--- config.mk ---
export PLATFORM = sky130hd
export DESIGN_NAME = spn_round_ctrl
export DESIGN_NICKNAME = d
export VERILOG_FILES = /design/src/rtl/spn_cu_pkg.sv /design/src/rtl/spn_key_sched.sv /design/src/rtl/spn_round.sv /design/src/rtl/spn_round_ctrl.sv
export SDC_FILE = /design/constraint.sdc
export NUM_CORES = 1
export LEC_CHECK = 0
export ABC_AREA = 1
export CAP_MARGIN = 20
export CORE_UTILIZATION = 58
export CTS_BUF_LIST = sky130_fd_sc_hd__clkbuf_16
export CTS_CLUSTER_SIZE = 28
export DETAILED_ROUTE_END_ITERATION = 7
export PLACE_DENSITY_LB_ADDON = 0.08
export SLEW_MARGIN = 20
export SYNTH_ARGS = -nofsm -noshare
export SYNTH_HDL_FRONTEND = slang
export SYNTH_SLANG_ARGS = --single-unit
export TNS_END_PERCENT = 100
--- constraint.sdc ---
create_clock -name clk -period 3.78 [get_ports clk]
set_input_delay 0.756 -clock clk [delete_from_list [all_inputs] [get_ports clk]]
set_output_delay 0.756 -clock clk [all_outputs]
set_load 0.02 [all_outputs]
--- src/rtl/spn_cu_pkg.sv ---
// Shared types and helpers for the SPN round controller: FSM state encoding,
// block width and the round-key slicing function.
package spn_cu_pkg;

  typedef enum logic [2:0] {IDLE, WHITEN, ROUND, FINAL, DONE} spn_ctrl_state_t;

  localparam int unsigned SPN_BLK_W     = 16;
  localparam int unsigned SPN_KEY_W_MAX = 16 + 4 * 8;

  // Round key r is the 16-bit window starting 4*r bits below the key MSB.
  function automatic logic [SPN_BLK_W-1:0] spn_round_key(
    input logic [SPN_KEY_W_MAX-1:0] key,
    input int unsigned              key_w,
    input int unsigned              r
  );
    logic [SPN_KEY_W_MAX-1:0] sh;
    sh = key >> (key_w - SPN_BLK_W - 4 * r);
    return sh[SPN_BLK_W-1:0];
  endfunction

endpackage

--- src/rtl/spn_key_sched.sv ---
// Combinational key slicer: selects round key K[idx] from the latched master key.
module spn_key_sched
  import spn_cu_pkg::*;
#(
  parameter  int unsigned ROUNDS = 4,
  localparam int unsigned KEY_W  = 16 + 4 * ROUNDS,
  localparam int unsigned IW     = $clog2(ROUNDS + 1)
) (
  input  logic [KEY_W-1:0]     key,
  input  logic [IW-1:0]        idx,
  output logic [SPN_BLK_W-1:0] round_key
);

  assign round_key = spn_round_key(SPN_KEY_W_MAX'(key), KEY_W, 32'(idx));

endmodule

--- src/rtl/spn_round.sv ---
// Single combinational SPN round. Encrypt: P(S(d ^ k)); decrypt: S^-1(P(d)) ^ k.
// P is a 4x4 bit transpose, so it is its own inverse.
module spn_round (
  input  logic [15:0] data_in,
  input  logic [15:0] round_key,
  input  logic        mode,
  output logic [15:0] data_out
);

  function automatic logic [3:0] sbox(input logic [3:0] x);
    case (x)
      4'h0: sbox = 4'hC;  4'h1: sbox = 4'h5;  4'h2: sbox = 4'h6;  4'h3: sbox = 4'hB;
      4'h4: sbox = 4'h9;  4'h5: sbox = 4'h0;  4'h6: sbox = 4'hA;  4'h7: sbox = 4'hD;
      4'h8: sbox = 4'h3;  4'h9: sbox = 4'hE;  4'hA: sbox = 4'hF;  4'hB: sbox = 4'h8;
      4'hC: sbox = 4'h4;  4'hD: sbox = 4'h7;  4'hE: sbox = 4'h1;  default: sbox = 4'h2;
    endcase
  endfunction

  function automatic logic [3:0] sbox_inv(input logic [3:0] x);
    case (x)
      4'h0: sbox_inv = 4'h5;  4'h1: sbox_inv = 4'hE;  4'h2: sbox_inv = 4'hF;  4'h3: sbox_inv = 4'h8;
      4'h4: sbox_inv = 4'hC;  4'h5: sbox_inv = 4'h1;  4'h6: sbox_inv = 4'h2;  4'h7: sbox_inv = 4'hD;
      4'h8: sbox_inv = 4'hB;  4'h9: sbox_inv = 4'h4;  4'hA: sbox_inv = 4'h6;  4'hB: sbox_inv = 4'h3;
      4'hC: sbox_inv = 4'h0;  4'hD: sbox_inv = 4'h7;  4'hE: sbox_inv = 4'h9;  default: sbox_inv = 4'hA;
    endcase
  endfunction

  function automatic logic [15:0] sub(input logic [15:0] x, input logic inv);
    for (int unsigned n = 0; n < 4; n++)
      sub[4*n +: 4] = inv ? sbox_inv(x[4*n +: 4]) : sbox(x[4*n +: 4]);
  endfunction

  function automatic logic [15:0] perm(input logic [15:0] x);
    for (int unsigned i = 0; i < 16; i++)
      perm[4 * (i % 4) + i / 4] = x[i];
  endfunction

  always_comb begin
    data_out = '0;
    if (!mode) data_out = perm(sub(data_in ^ round_key, 1'b0));
    else       data_out = sub(perm(data_in), 1'b1) ^ round_key;
  end

endmodule

--- src/rtl/spn_round_ctrl.sv ---
// Iterative SPN cipher controller around one spn_round instance with on-the-fly
// key schedule and key whitening. Optional `abort` port under SPN_CTRL_ABORT_EN.
module spn_round_ctrl
  import spn_cu_pkg::*;
#(
  parameter  int unsigned ROUNDS = 4,
  localparam int unsigned KEY_W  = 16 + 4 * ROUNDS,
  localparam int unsigned IW     = $clog2(ROUNDS + 1)
) (
  input  logic                 clk,
  input  logic                 rst_n,
  input  logic                 in_valid,
  output logic                 in_ready,
  input  logic [SPN_BLK_W-1:0] data_in,
  input  logic [KEY_W-1:0]     key_in,
  input  logic                 mode,
`ifdef SPN_CTRL_ABORT_EN
  input  logic                 abort,
`endif
  output logic                 out_valid,
  input  logic                 out_ready,
  output logic [SPN_BLK_W-1:0] data_out,
  output logic                 busy,
  output logic [IW-1:0]        round_idx
);

  spn_ctrl_state_t      fsm;
  logic [SPN_BLK_W-1:0] state;
  logic [KEY_W-1:0]     key_q;
  logic                 mode_q;
  logic [IW-1:0]        cnt;
  logic [SPN_BLK_W-1:0] rk;
  logic [SPN_BLK_W-1:0] rnd_out;

  // cnt always holds the index of the key in use, so it doubles as round_idx.
  assign round_idx = cnt;

  spn_key_sched #(.ROUNDS(ROUNDS)) u_key_sched (
    .key       (key_q),
    .idx       (cnt),
    .round_key (rk)
  );

  spn_round u_round (
    .data_in   (state),
    .round_key (rk),
    .mode      (mode_q),
    .data_out  (rnd_out)
  );

  always_ff @(posedge clk or negedge rst_n) begin
    if (!rst_n) begin
      fsm       <= IDLE;
      state     <= '0;
      key_q     <= '0;
      mode_q    <= 1'b0;
      cnt       <= '0;
      data_out  <= '0;
      in_ready  <= 1'b1;
      out_valid <= 1'b0;
      busy      <= 1'b0;
    end else begin
      case (fsm)
        IDLE: if (in_valid) begin
          state    <= data_in;
          key_q    <= key_in;
          mode_q   <= mode;
          in_ready <= 1'b0;
          busy     <= 1'b1;
          if (mode) begin
            fsm <= WHITEN;
            cnt <= IW'(ROUNDS);
          end else begin
            fsm <= ROUND;
            cnt <= '0;
          end
        end
        WHITEN: begin
          state <= state ^ rk;
          fsm   <= ROUND;
          cnt   <= IW'(ROUNDS - 1);
        end
        ROUND: begin
          state <= rnd_out;
          if (!mode_q) begin
            if (cnt == IW'(ROUNDS - 1)) begin
              fsm <= FINAL;
              cnt <= IW'(ROUNDS);
            end else begin
              cnt <= cnt + IW'(1);
            end
          end else if (cnt == '0) begin
            fsm       <= DONE;
            data_out  <= rnd_out;
            out_valid <= 1'b1;
          end else begin
            cnt <= cnt - IW'(1);
          end
        end
        FINAL: begin
          data_out  <= state ^ rk;
          fsm       <= DONE;
          out_valid <= 1'b1;
          cnt       <= '0;
        end
        DONE: if (out_ready) begin
          fsm       <= IDLE;
          out_valid <= 1'b0;
          in_ready  <= 1'b1;
          busy      <= 1'b0;
        end
        default: begin
          fsm       <= IDLE;
          cnt       <= '0;
          out_valid <= 1'b0;
          in_ready  <= 1'b1;
          busy      <= 1'b0;
        end
      endcase
`ifdef SPN_CTRL_ABORT_EN
      // Later assignments override the case arms, including any data_out load.
      if (abort && (fsm == WHITEN || fsm == ROUND || fsm == FINAL)) begin
        fsm       <= IDLE;
        cnt       <= '0;
        data_out  <= data_out;
        out_valid <= 1'b0;
        in_ready  <= 1'b1;
        busy      <= 1'b0;
      end
`endif
    end
  end

endmodule

After elaboration in Yosys (flattened, before gate mapping)
Memories as Yosys holds them, arrays and structs flattened.
Index checks and enable logic that the tools add are counted.

word-level totals
  bits in registers = 74
  ROM bits = 512
  bits of input ports = 53
  output and inout bits = 22
  memories kept = 8

cells by class
  add/sub/neg operators = 3
  eq/ne operators = 12
  shift-type cells = 1
  mux-type cells = 32
  bitwise gates (word level) = 5
  reductions and logical operators = 13

memory list
  memory            words  width  rd ports  clocked after memory_dff  wr ports  RTL line         source
  (name not given)  16     4      1         0                         0         spn_round.sv:11  case (x)
  (name not given)  16     4      1         0                         0         spn_round.sv:11
  (name not given)  16     4      1         0                         0         spn_round.sv:11
  (name not given)  16     4      1         0                         0         spn_round.sv:11
  (name not given)  16     4      1         0                         0         spn_round.sv:20  case (x)
  (name not given)  16     4      1         0                         0         spn_round.sv:20
  2 more memories   --     --     --        --                        --        --

operators by type and width
  operator                                                           count
  16-bit two-way mux                                                 4
  16-bit one-hot mux with 3 select lines                             1
  16-bit one-hot mux with 2 select lines                             1
  32-bit by 32-bit >> shifter with 16-bit output                     1
  16-bit bitwise XOR                                                 2
  3-bit two-way mux                                                  10
  4-bit two-way mux                                                  4
  3-bit one-hot mux with 5 select lines                              1
  3-bit one-hot mux with 4 select lines                              1
  3-bit by 2-bit == test with 1-bit output, second input constant    3
  3-bit != test, second input constant                               3
  3-bit AND reduction                                                3
  2-bit != test, second input constant                               4
  4-bit AND reduction                                                2
  3-bit logical NOT                                                  2
  1-bit two-way mux                                                  6
  1-bit one-hot mux with 3 select lines                              2
  5-bit by 5-bit subtractor with 6-bit output, first input constant  1
  1-bit one-hot mux with 4 select lines                              1
  2-bit AND reduction                                                2
  3-bit by 1-bit adder with 3-bit output, second input constant      1
  3-bit by 1-bit == test with 1-bit output, second input constant    1
  3-bit == test, second input constant                               1
  1-bit NOT                                                          3
  other kinds (6)                                                    6

Depth between registers and ports, before layout
Gate-level depths: netlist (run 1).
An unclocked memory read counts as a cell.

  word-level depth = 8
  depth in mapped cells = 21
  depth with buffers taken out = 19

Modules after synthesis
Synthesis (run 1) repeated with hierarchy kept, for this count alone.

unflattened totals
  cell total of the unflattened synthesis = 1225
  area, all modules = 7309.5 µm²

by module, submodules not included
  module          times used  cells an instance  area each (µm²)  sequential area each (µm²)
  spn_round_ctrl  1           555                3978.8           1853.0
  spn_round       1           455                2292.2           0.0
  spn_key_sched   1           215                1038.5           0.0

Worst setup path before layout (run 1)
No wires, ideal clock.

  path kind = register to register
  start point = register cnt[0] (netlist: round_idx[0])
  end point = register data_out[0]
  data arrival time = 3.059 ns
  required time = 3.656 ns
  path slack = 0.596 ns
  cell stages (with the launch flop) = 20
  cell sequence = dfrtp_1 -> inv_2 -> buf_2 -> ha_1 -> ha_1 -> buf_2 -> buf_1 -> nand2_1 -> nand2_1 -> nand2_1 -> nand2_2 -> inv_1 -> ha_1 -> or2_2 -> nand2_1 -> nand3_1 -> nand2_1 -> nand2_1 -> nand3_1 -> nand3_1

on the way
  word-level cells in the longest chain between the ends = 8
  elaborated cells on any way between the ends = 12
  classes of those cells = add/sub (1); eq/ne (1); shift (1); mux (4); bitwise (2); reduce/logical (2); memory (1)

ends and longest elaborated chain
  item                                            RTL line                                source
  start, declared                                 spn_round_ctrl.sv:31                    logic [IW-1:0] cnt;
  start signal, assigned                          spn_round_ctrl.sv:72                    cnt <= IW'(ROUNDS);
  start signal, assigned                          spn_round_ctrl.sv:81                    cnt <= IW'(ROUNDS - 1);
  start signal, assigned                          spn_round_ctrl.sv:88                    cnt <= IW'(ROUNDS);
  5-bit by 5-bit subtractor with 6-bit output     spn_cu_pkg.sv:17                        sh = key >> (key_w - SPN_BLK_W - 4 * r);
  32-bit by 32-bit >> shifter with 16-bit output  spn_cu_pkg.sv:17
  16-bit bitwise XOR                              spn_round.sv:40, spn_round_ctrl.sv:101
  memory read 16 x 4 bit                          --
  16-bit two-way mux                              spn_round.sv:40                         if (!mode) data_out = perm(sub(data_in ^ round_key, 1'b0));
  16-bit two-way mux                              spn_round_ctrl.sv:92                    end else if (cnt == '0) begin
  16-bit two-way mux                              spn_round_ctrl.sv:85                    if (!mode_q) begin
  16-bit one-hot mux with 2 select lines          spn_round_ctrl.sv:63                    case (fsm)
  end signal, assigned                            spn_round_ctrl.sv:94                    data_out <= rnd_out;
  end signal, assigned                            spn_round_ctrl.sv:101                   data_out <= state ^ rk;
  end, declared                                   spn_round_ctrl.sv:22                    output logic [SPN_BLK_W-1:0] data_out,

Several ways; a longest one is shown, not always the timed one. The select of a mux whose other input is x is not followed.
A chain may end at the register's enable or synchronous reset.

Final worst setup path (run 1)
  start point = register cnt[1] (netlist: round_idx[1])
  end point = register state[2]

on the way
  word-level cells in the longest chain between the ends = 6
  elaborated cells on any way between the ends = 7
  classes of those cells = add/sub (1); shift (1); mux (2); bitwise (2); memory (1)

ends and longest elaborated chain
  item                                                RTL line                               source
  5-bit by 5-bit subtractor with 6-bit output (*)     spn_cu_pkg.sv:17
  32-bit by 32-bit >> shifter with 16-bit output (*)  spn_cu_pkg.sv:17
  16-bit bitwise XOR                                  spn_round.sv:40, spn_round_ctrl.sv:79
  memory read 16 x 4 bit                              --
  16-bit two-way mux                                  spn_round.sv:40
  16-bit one-hot mux with 3 select lines (*)          spn_round_ctrl.sv:63
  end signal, assigned                                spn_round_ctrl.sv:65                   state <= data_in;
  end signal, assigned                                spn_round_ctrl.sv:79                   state <= state ^ rk;
  end signal, assigned                                spn_round_ctrl.sv:84                   state <= rnd_out;
  end, declared                                       spn_round_ctrl.sv:28                   logic [SPN_BLK_W-1:0] state;

Every way passes the cells marked *; elsewhere a longest branch is shown, timed or not.

==> metrics.cfg, run 1 <==
[setup_path]
crit_buf_inv = 1
path_class = reg2reg
cp_top_family = simple AND/OR/NAND/NOR gates
path_cells = o21ai_4 -> nand3_1 -> nand3_1 -> nand2_1 -> nand2_1 -> nand3_1 -> nand2_2 -> inv_1 -> ha_1 -> o21ai_0 -> nand3_1 -> nand3_1 -> nand2_1 -> a21oi_1 -> nor2_1
cp_slowest_cell = o21ai_4
arrival_ns = 3.30
reg2reg_depth = 15
r2r-end = state[2]
crit_required_ns = 4.02
rrSetupSlack_ns = 0.72
cp-end-kind = flop
cp-start-kind = flop
worst_path_most_repeated_cell = nand3_1
reg2reg_from = round_idx[1]
critPathMaxFanout = 28
max_stage_delay_ns = 0.62

[synthesis]
synth_area_sq_um = 6420
syn_nets = 1077
syn_avg_cell_area_sq_um = 6.60
synth_top_cell_by_area = dfrtp_1
seq_area_frac_synth_pct = 28.9
synth_top_area_share_pct = 28.4
ys.flop_type = dfrtp_1
synthDistinctLibCells = 37
yosysWarnings = 0
synthArstFlopShare_pct = 100
synth_edf_count = 0
syn_inst = 973
synth_area_leaders = dfrtp_1, nand2_1, nand3_1, ha_1, inv_1
synth.ff_latch_count = 74

[detailed_routing]
postRouteAntennaNets = 0
met1_length_um = 8060
dr.pass1.iters = 8
met2_length_um = 8790
dr.max_layer_used = met4
wire_per_inst_um = 16.0
route.detailed.drc = 1
routed_wl_um = 18800
drt_iter0_markers = 701
via_per_inst = 5.72
vias = 6711
met3_length_um = 1390

[sta]
slew_violations = 0
fin_hold_ws_ns = 0.495
rsz0062_at_grt = no
fmax_mhz = 327
finalSetupTns_ns = 0
period_minus_slack_ns = 3.06
fin_skew_ns = 0.0104
fin_crit_sh_pct = 80.8
hold_viol = 0
max_slew.worst_pin.slew_ns = 0.965
slew_headroom_pct = 35.7
finalSetupViolCount = 0

[clock_network]
path_clk_slew_ns = 0.07
cts_made_buffers = 9
cts_setup_buffers = 0
cts_buffer_depth = 2
h-tree-depth = 3
cts_hold_buf = 0
cts.repair.resized = 0
cts_num_sinks = 74
clockRootBuffer = clkbuf_16
clk_latency_ns = 0.35
tritoncts = built

[global_routing]
overflow = 0
grt_max_degree = 75
grt_use_total_pct = 35.1
grt_pass1_wl_um = 31200
antenna_found_initial = 0
first_global_vias = 6371

[die]
fp.dieArea_sq_um = 11500
fp-row-count = 38
initial_core_util_pct = 59.5
ios = 75
die_h_um = 107
die_w_um = 107
design.core.area_sq_um = 10800

[placed_design]
place_hpwl_um = 13500
portBuffers = 74
finalWeightedCongestion = 0.938

[min_path]
min_path_type = reg2reg
whs_path_depth = 2
min_to = key_q[0]
min_from = key_q[0]

[finish]
layout-drive-gt1-share_pct = 6.78
n_antenna_cell = 0
nets = 1132
n_fill_cell = 961
syn_to_final_growth_pct = 17.9

[run_status]
status = finished, violations left
violations = design-rule violations

[job]
maxCapViolCount = 0

-- routing by layer --
layer / vias to the layer above / track usage (%)
met5: - / 0
met4: 0 / 16.2
met3: 44 / 6.69
met2: 288 / 56.8
met1: 3066 / 45.4
li1: 3313 / -
-- sequential cells by signal, indices dropped and copies added (netlist names) --
register,flops
busy,1
data_out,16
fsm,3
in_ready,1
key_q,32
mode_q,1
out_valid,1
round_idx,3
state,16
-- cell usage in the layout, fill, tap and decap left out, drive strengths merged, types with 2 or more instances in the layout --
cell and count:
clkbuf 9, dfrtp 73, nor2 45, o211ai 24, o2bb2ai 3, inv 69
clkdlybuf4s50 73, a21oi 45, bufinv 3, nand2 349, ha 51, a22oi 2
or2 5, buf 15, nor3 5, clkinv 3, a31oi 6, xor2 12
nand4 2, o21ai 51, xnor2 4, nand3 177
-- metrics by stage --
stage | setup WS, ns | cells | utilization, % | instance area (sq um)
2_1_floorplan | 0.596 | 973 | - | 6420
3_3_place_gp | 0.873 | 1157 | 66.9 | 7220
3_5_place_dp | 0.828 | 1157 | 66.9 | 7220
4_1_cts | 0.792 | 1173 | 70.1 | 7570
5_1_grt | 0.410 | 1173 | 70.1 | 7570
6_report | 0.725 | 1173 | 70.1 | 7570
-- synth_stat cells (6+ instances only) --
| cell type | count |
|---|---|
| a21oi_1 | 45 |
| a31oi_1 | 6 |
| buf_1 | 6 |
| buf_2 | 14 |
| clkbuf_1 | 18 |
| dfrtp_1 | 73 |
| ha_1 | 51 |
| inv_1 | 63 |
| nand2_1 | 329 |
| nand2_2 | 19 |
| nand3_1 | 172 |
| nor2_1 | 44 |
| o211ai_1 | 23 |
| o21ai_0 | 43 |
| o21ai_1 | 7 |
| xor2_1 | 12 |
-- worst min-delay path, stage by stage, from the launching register on --
cell	delay (ns)
dfrtp_1	0.36
nand2_1	0.06
nand2_1	0.05
-- layout make-up --
class	count	area (sq um)	share of cell area, %
clock buffer	9	225	2.97
clock inverter	7	124	1.64
multi-input combinational	786	4090	54.0
timing repair buffer	88	843	11.1
tap	140	175	2.31
sequential	74	1850	24.5
inverter	69	259	3.42
-- cell families after synthesis --
family,count (synthesis),share of synthesized area [%]
compound gates,134,12.1
xor+xnor,16,2.18
fa+ha+maj,51,9.94
buf+inv,113,7.46
flops,74,28.9
simple gates,585,39.4
-- worst max-delay path by stage --
stage	from	endpoint	slack, ns	cells past startpoint
floorplan	round_idx[0]	data_out[0]	0.60	19
global placement	round_idx[1]	data_out[1]	0.87	16
detailed placement	round_idx[1]	data_out[1]	0.83	16
CTS	round_idx[1]	state[2]	0.79	16
global route	round_idx[1]	data_out[2]	0.41	16
finish	round_idx[1]	state[2]	0.72	15
Power of run 1 is left out: the tool's default activity adds up to more than one toggle a clock period on the data nets, which glitch-free logic cannot reach.
==> inputs of run 2 (changes only) <==
==> constraint.sdc (replaced) <==
create_clock -name clk -period 3.08 [get_ports clk]
set_input_delay 0.616 -clock clk [delete_from_list [all_inputs] [get_ports clk]]
set_output_delay 0.616 -clock clk [all_outputs]
set_load 0.02 [all_outputs]
==> run 2 against run 1 <==
Clock skew down 0.0033 ns. Flip-flop and latch count unchanged. Critical path type unchanged. Global-route usage is 0.87 points lower. The run now ends clean. Highest routed layer unchanged.
==> metrics.cfg, run 2 (same netlist as run 1, synthesis figures left out) <==
[sta]
finalSetupViolCount = 0
fmax_mhz = 351
period_minus_slack_ns = 2.85
fin_hold_ws_ns = 0.405
slew_headroom_pct = 36.9
rsz0062_at_grt = yes
slew_violations = 0
hold_viol = 0
max_slew.worst_pin.slew_ns = 0.946
fin_crit_sh_pct = 92.4
fin_skew_ns = 0.00709

[placed_design]
place_hpwl_um = 13600
finalWeightedCongestion = 0.916
portBuffers = 74

[finish]
largest_register_ffs = 32
n_antenna_cell = 0
nets = 1143
top_regs = key_q: 32 flops, data_out: 16 flops, state: 16 flops
n_fill_cell = 994
final_common_cell = nand2_1
layout-drive-gt1-share_pct = 7.95
final_cell_mix = nand2_1, nand3_1, clkdlybuf4s50_1
syn_to_final_growth_pct = 19.0
regMostFlops = key_q

[run_status]
status = finished, final reports clean

[setup_path]
reg2reg_from = round_idx[0]
arrival_ns = 3.05
path_class = reg2reg
critPathMaxFanout = 12
cp-start-kind = flop
cp-end-kind = flop
startpoint = round_idx[0]
max_stage_delay_ns = 0.38
cp_slowest_cell = dfrtp_2
cp_top_family = simple AND/OR/NAND/NOR gates
crit_buf_inv = 3
crit_required_ns = 3.28
path_cells = inv_2 -> ha_2 -> ha_1 -> buf_4 -> nor2_2 -> nand4_1 -> nand2_1 -> nand2_1 -> nand2_2 -> inv_1 -> ha_1 -> o211ai_1 -> nand3_1 -> nand3_1 -> o211ai_1

[clock_network]
clk_latency_ns = 0.34
cts_num_sinks = 74
path_clk_slew_ns = 0.06
clockRootBuffer = clkbuf_16
h-tree-depth = 3
cts_made_buffers = 9
cts_buffer_depth = 2
tritoncts = built

[detailed_routing]
postRouteAntennaNets = 0
routed_wl_um = 18700
route.detailed.drc = 0
vias = 6820
via_per_inst = 5.76
dr.pass1.iters = 6
wire_per_inst_um = 15.8
drt_iter0_markers = 572

[global_routing]
antenna_found_initial = 0
overflow = 0
grt_max_degree = 75
grt_pass1_wl_um = 30600
grt_use_total_pct = 34.3
first_global_vias = 6334

[die]
initial_core_util_pct = 59.5
die_h_um = 107
fp-row-count = 38
ios = 75
design.core.area_sq_um = 10800
die_w_um = 107
fp.dieArea_sq_um = 11500

[min_path]
min_path_type = in2async

[job]
maxCapViolCount = 0

==> run 2: area by class of cell <==
class | instances | area, sq um | area share, %
Clock buffer | 9 | 225 | 2.95
Clock inverter | 7 | 53.8 | 0.704
Inverter | 69 | 259 | 3.39
Multi-Input combinational cell | 786 | 4100 | 53.7
Sequential cell | 74 | 1850 | 24.3
Tap cell | 140 | 175 | 2.29
Timing Repair Buffer | 99 | 972 | 12.7
==> run 2: worst paths after layout <==
| path | to | cells past startpoint | slack (ns) |
|---|---|---|---|
| max reg2reg | data_out[3] | 15 | 0.23 |
| max | data_out[3] | 15 | 0.23 |
| max in group asynchronous | round_idx[0] | 1 | 1.99 |
| min reg2reg | key_q[3] | 2 | 0.50 |
| min | data_out[10] | 1 | 0.41 |
| min in group clk | key_q[3] | 2 | 0.50 |
==> run 2: per-layer routing <==
layer  up-vias  GRT usage, %  routed length (um)
li1       3343             -                   -
met4         0          16.3                 663
met2       272          55.5                8640
met3        51          5.71                1380
met5         -             0                   0
met1      3154          44.5                8040
==> run 2: through the flow <==
step | setup WS, ns | TNS (ns) | instance area (sq um) | utilization [%] | std cells
2_1_floorplan | 0.0118 | 0 | 6420 | - | 973
3_3_place_gp | 0.272 | 0 | 7320 | 67.8 | 1166
3_5_place_dp | 0.202 | 0 | 7320 | 67.8 | 1166
4_1_cts | 0.183 | 0 | 7590 | 70.4 | 1182
5_1_grt | -0.0200 | -0.0399 | 7640 | 70.8 | 1184
6_report | 0.233 | 0 | 7640 | 70.8 | 1184
==> run 2: what timing repair did <==
action,in CTS,in global routing
setup buffers,0,1
gates resized for setup,0,4
hold buffers,0,0
setup endpoints to repair,0,14
==> run 2: worst reg2reg max path, cell delays in order (launching register included) <==
cell and delay [ns]:
dfrtp_2 0.38, inv_2 0.04, ha_2 0.17, ha_1 0.31, buf_4 0.20, nor2_2 0.18, nand4_1 0.15, nand2_1 0.14
nand2_1 0.07, nand2_2 0.13, inv_1 0.12, ha_1 0.34, o211ai_1 0.19, nand3_1 0.11, nand3_1 0.10, o211ai_1 0.08
Power of run 2 is left out for the same reason.
==> inputs of run 3 (changes only) <==
--- a/config.mk
+++ b/config.mk
@@ -9,9 +9,11 @@
 export CAP_MARGIN = 20
 export CORE_UTILIZATION = 58
 export CTS_BUF_LIST = sky130_fd_sc_hd__clkbuf_16
+export CTS_CLUSTER_DIAMETER = 100
 export CTS_CLUSTER_SIZE = 28
 export DETAILED_ROUTE_END_ITERATION = 7
 export PLACE_DENSITY_LB_ADDON = 0.08
+export REMOVE_ABC_BUFFERS = 1
 export SLEW_MARGIN = 20
 export SYNTH_ARGS = -nofsm -noshare
 export SYNTH_HDL_FRONTEND = slang
==> run 3 against run 2 <==
Flip-flop and latch count unchanged. Non-clock buffer count down 3. First-iteration DRC count down 15%. Via count down 0.31%. Global-route usage down 0.21 points. Register-to-register slack better by 0.02 ns. Worst hold slack worse by 0.011 ns. Final cell count down 0.25%. Clock-buffer cell count unchanged. Maximum frequency up 0.60%. Worst setup slack better by 0.017 ns. Critical path depth down 1. Highest routed layer unchanged.
==> metrics.cfg, run 3 (same netlist as run 1, synthesis figures left out) <==
[detailed_routing]
dr.pass1.iters = 5
vias = 6799
postRouteAntennaNets = 0
route.detailed.drc = 0
drt_iter0_markers = 486
via_per_inst = 5.76
routed_wl_um = 18400
wire_per_inst_um = 15.6

[die]
die_h_um = 107
initial_core_util_pct = 59.5
design.core.area_sq_um = 10800
fp-row-count = 38
ios = 75
die_w_um = 107
fp.dieArea_sq_um = 11500

[finish]
syn_to_final_growth_pct = 19.1
multi_input_area_sq_um = 4090
top_regs = key_q: 32 flops, data_out: 16 flops, state: 16 flops
n_antenna_cell = 0
final_cell_mix = nand2_1, nand3_1, dfrtp_1, clkdlybuf4s50_1, inv_1
largest_register_ffs = 32
regMostFlops = key_q
final_common_cell = nand2_1
design_area_sq_um = 7640
n_fill_cell = 959
layout-drive-gt1-share_pct = 7.49
regArea_sq_um = 1850
nets = 1140

[setup_path]
cp-end-kind = flop
arrival_ns = 3.02
critPathMaxFanout = 26
cp-start-kind = flop
crit_required_ns = 3.27
path_class = reg2reg

[min_path]
min_path_type = in2async

[clock_network]
cts_num_sinks = 74
cts_made_buffers = 9
clockRootBuffer = clkbuf_16
clk_latency_ns = 0.34
cts_setup_buffers = 0
cts.repair.resized = 0
h-tree-depth = 3
path_clk_slew_ns = 0.06
cts_hold_buf = 0
tritoncts = built
cts_buffer_depth = 2

[run_status]
status = finished, final reports clean

[sta]
max_slew.worst_pin.slew_ns = 0.985
slew_headroom_pct = 34.3
slew_violations = 0
fin_skew_ns = 0.00845
finalSetupViolCount = 0
fmax_mhz = 353
hold_viol = 0
period_minus_slack_ns = 2.83
finalSetupTns_ns = 0
fin_crit_sh_pct = 91.9
rsz0062_at_grt = no
fin_hold_ws_ns = 0.395

[placed_design]
finalWeightedCongestion = 0.952
placed_area_sq_um = 7290
place_hpwl_um = 13200
portBuffers = 74

[global_routing]
grt_pass1_wl_um = 30900
overflow = 0
grt_max_degree = 75
antenna_found_initial = 0
first_global_vias = 6141
grt_use_total_pct = 34.1

[job]
maxCapViolCount = 0

-- run 3: worst max-delay path, stage by stage, from the launching register on --
cell and delay (ns):
dfrtp_1 0.41, inv_2 0.05, ha_1 0.30, buf_4 0.23, nor2_1 0.17, nand4_1 0.18
nand2_1 0.16, nand2_1 0.07, nand2_2 0.14, inv_1 0.13, ha_1 0.34, o211ai_1 0.18
nand3_1 0.11, nand3_1 0.10, o211ai_1 0.10
-- run 3: path summary, 6_finish.rpt --
kind                                    from     endpoint  slack [ns]  depth (start not counted)
worst max-delay path            round_idx[0]  data_out[3]        0.25                         14
worst min register to register      key_q[0]     key_q[0]        0.47                          2
min in group clk                    key_q[0]     key_q[0]        0.47                          2
worst min-delay path                   rst_n    state[10]        0.39                          1
worst max register to register  round_idx[0]  data_out[3]        0.25                         14
max in group asynchronous              rst_n    key_q[18]        2.00                          1
-- run 3: layout make-up --
cell class | instances | share of cell area [%]
clock buffer | 9 | 2.95
clock inverter | 7 | 1.55
inverter | 69 | 3.39
multi-input combinational | 786 | 53.6
sequential | 74 | 24.2
tap | 140 | 2.29
timing repair buffer | 96 | 12.0
-- run 3: metal layers --
metal | routed length [um] | vias to the layer above | global-route usage [%]
met3 | 1440 | 46 | 5.53
met2 | 8440 | 321 | 54.2
met1 | 8000 | 3101 | 46.6
li1 | - | 3331 | -
met5 | 0 | - | 0
met4 | 512 | 0 | 12.1
-- run 3: stage by stage --
step / setup WS, ns / utilization (%) / instances
finish: 0.250 / 70.8 / 1181
global route: 0.0110 / 70.8 / 1181
CTS: 0.265 / 70.8 / 1181
detailed placement: 0.281 / 67.6 / 1165
global placement: 0.312 / 67.6 / 1165
floorplan: -1.11 / - / 929
Power of run 3 is left out for the same reason.
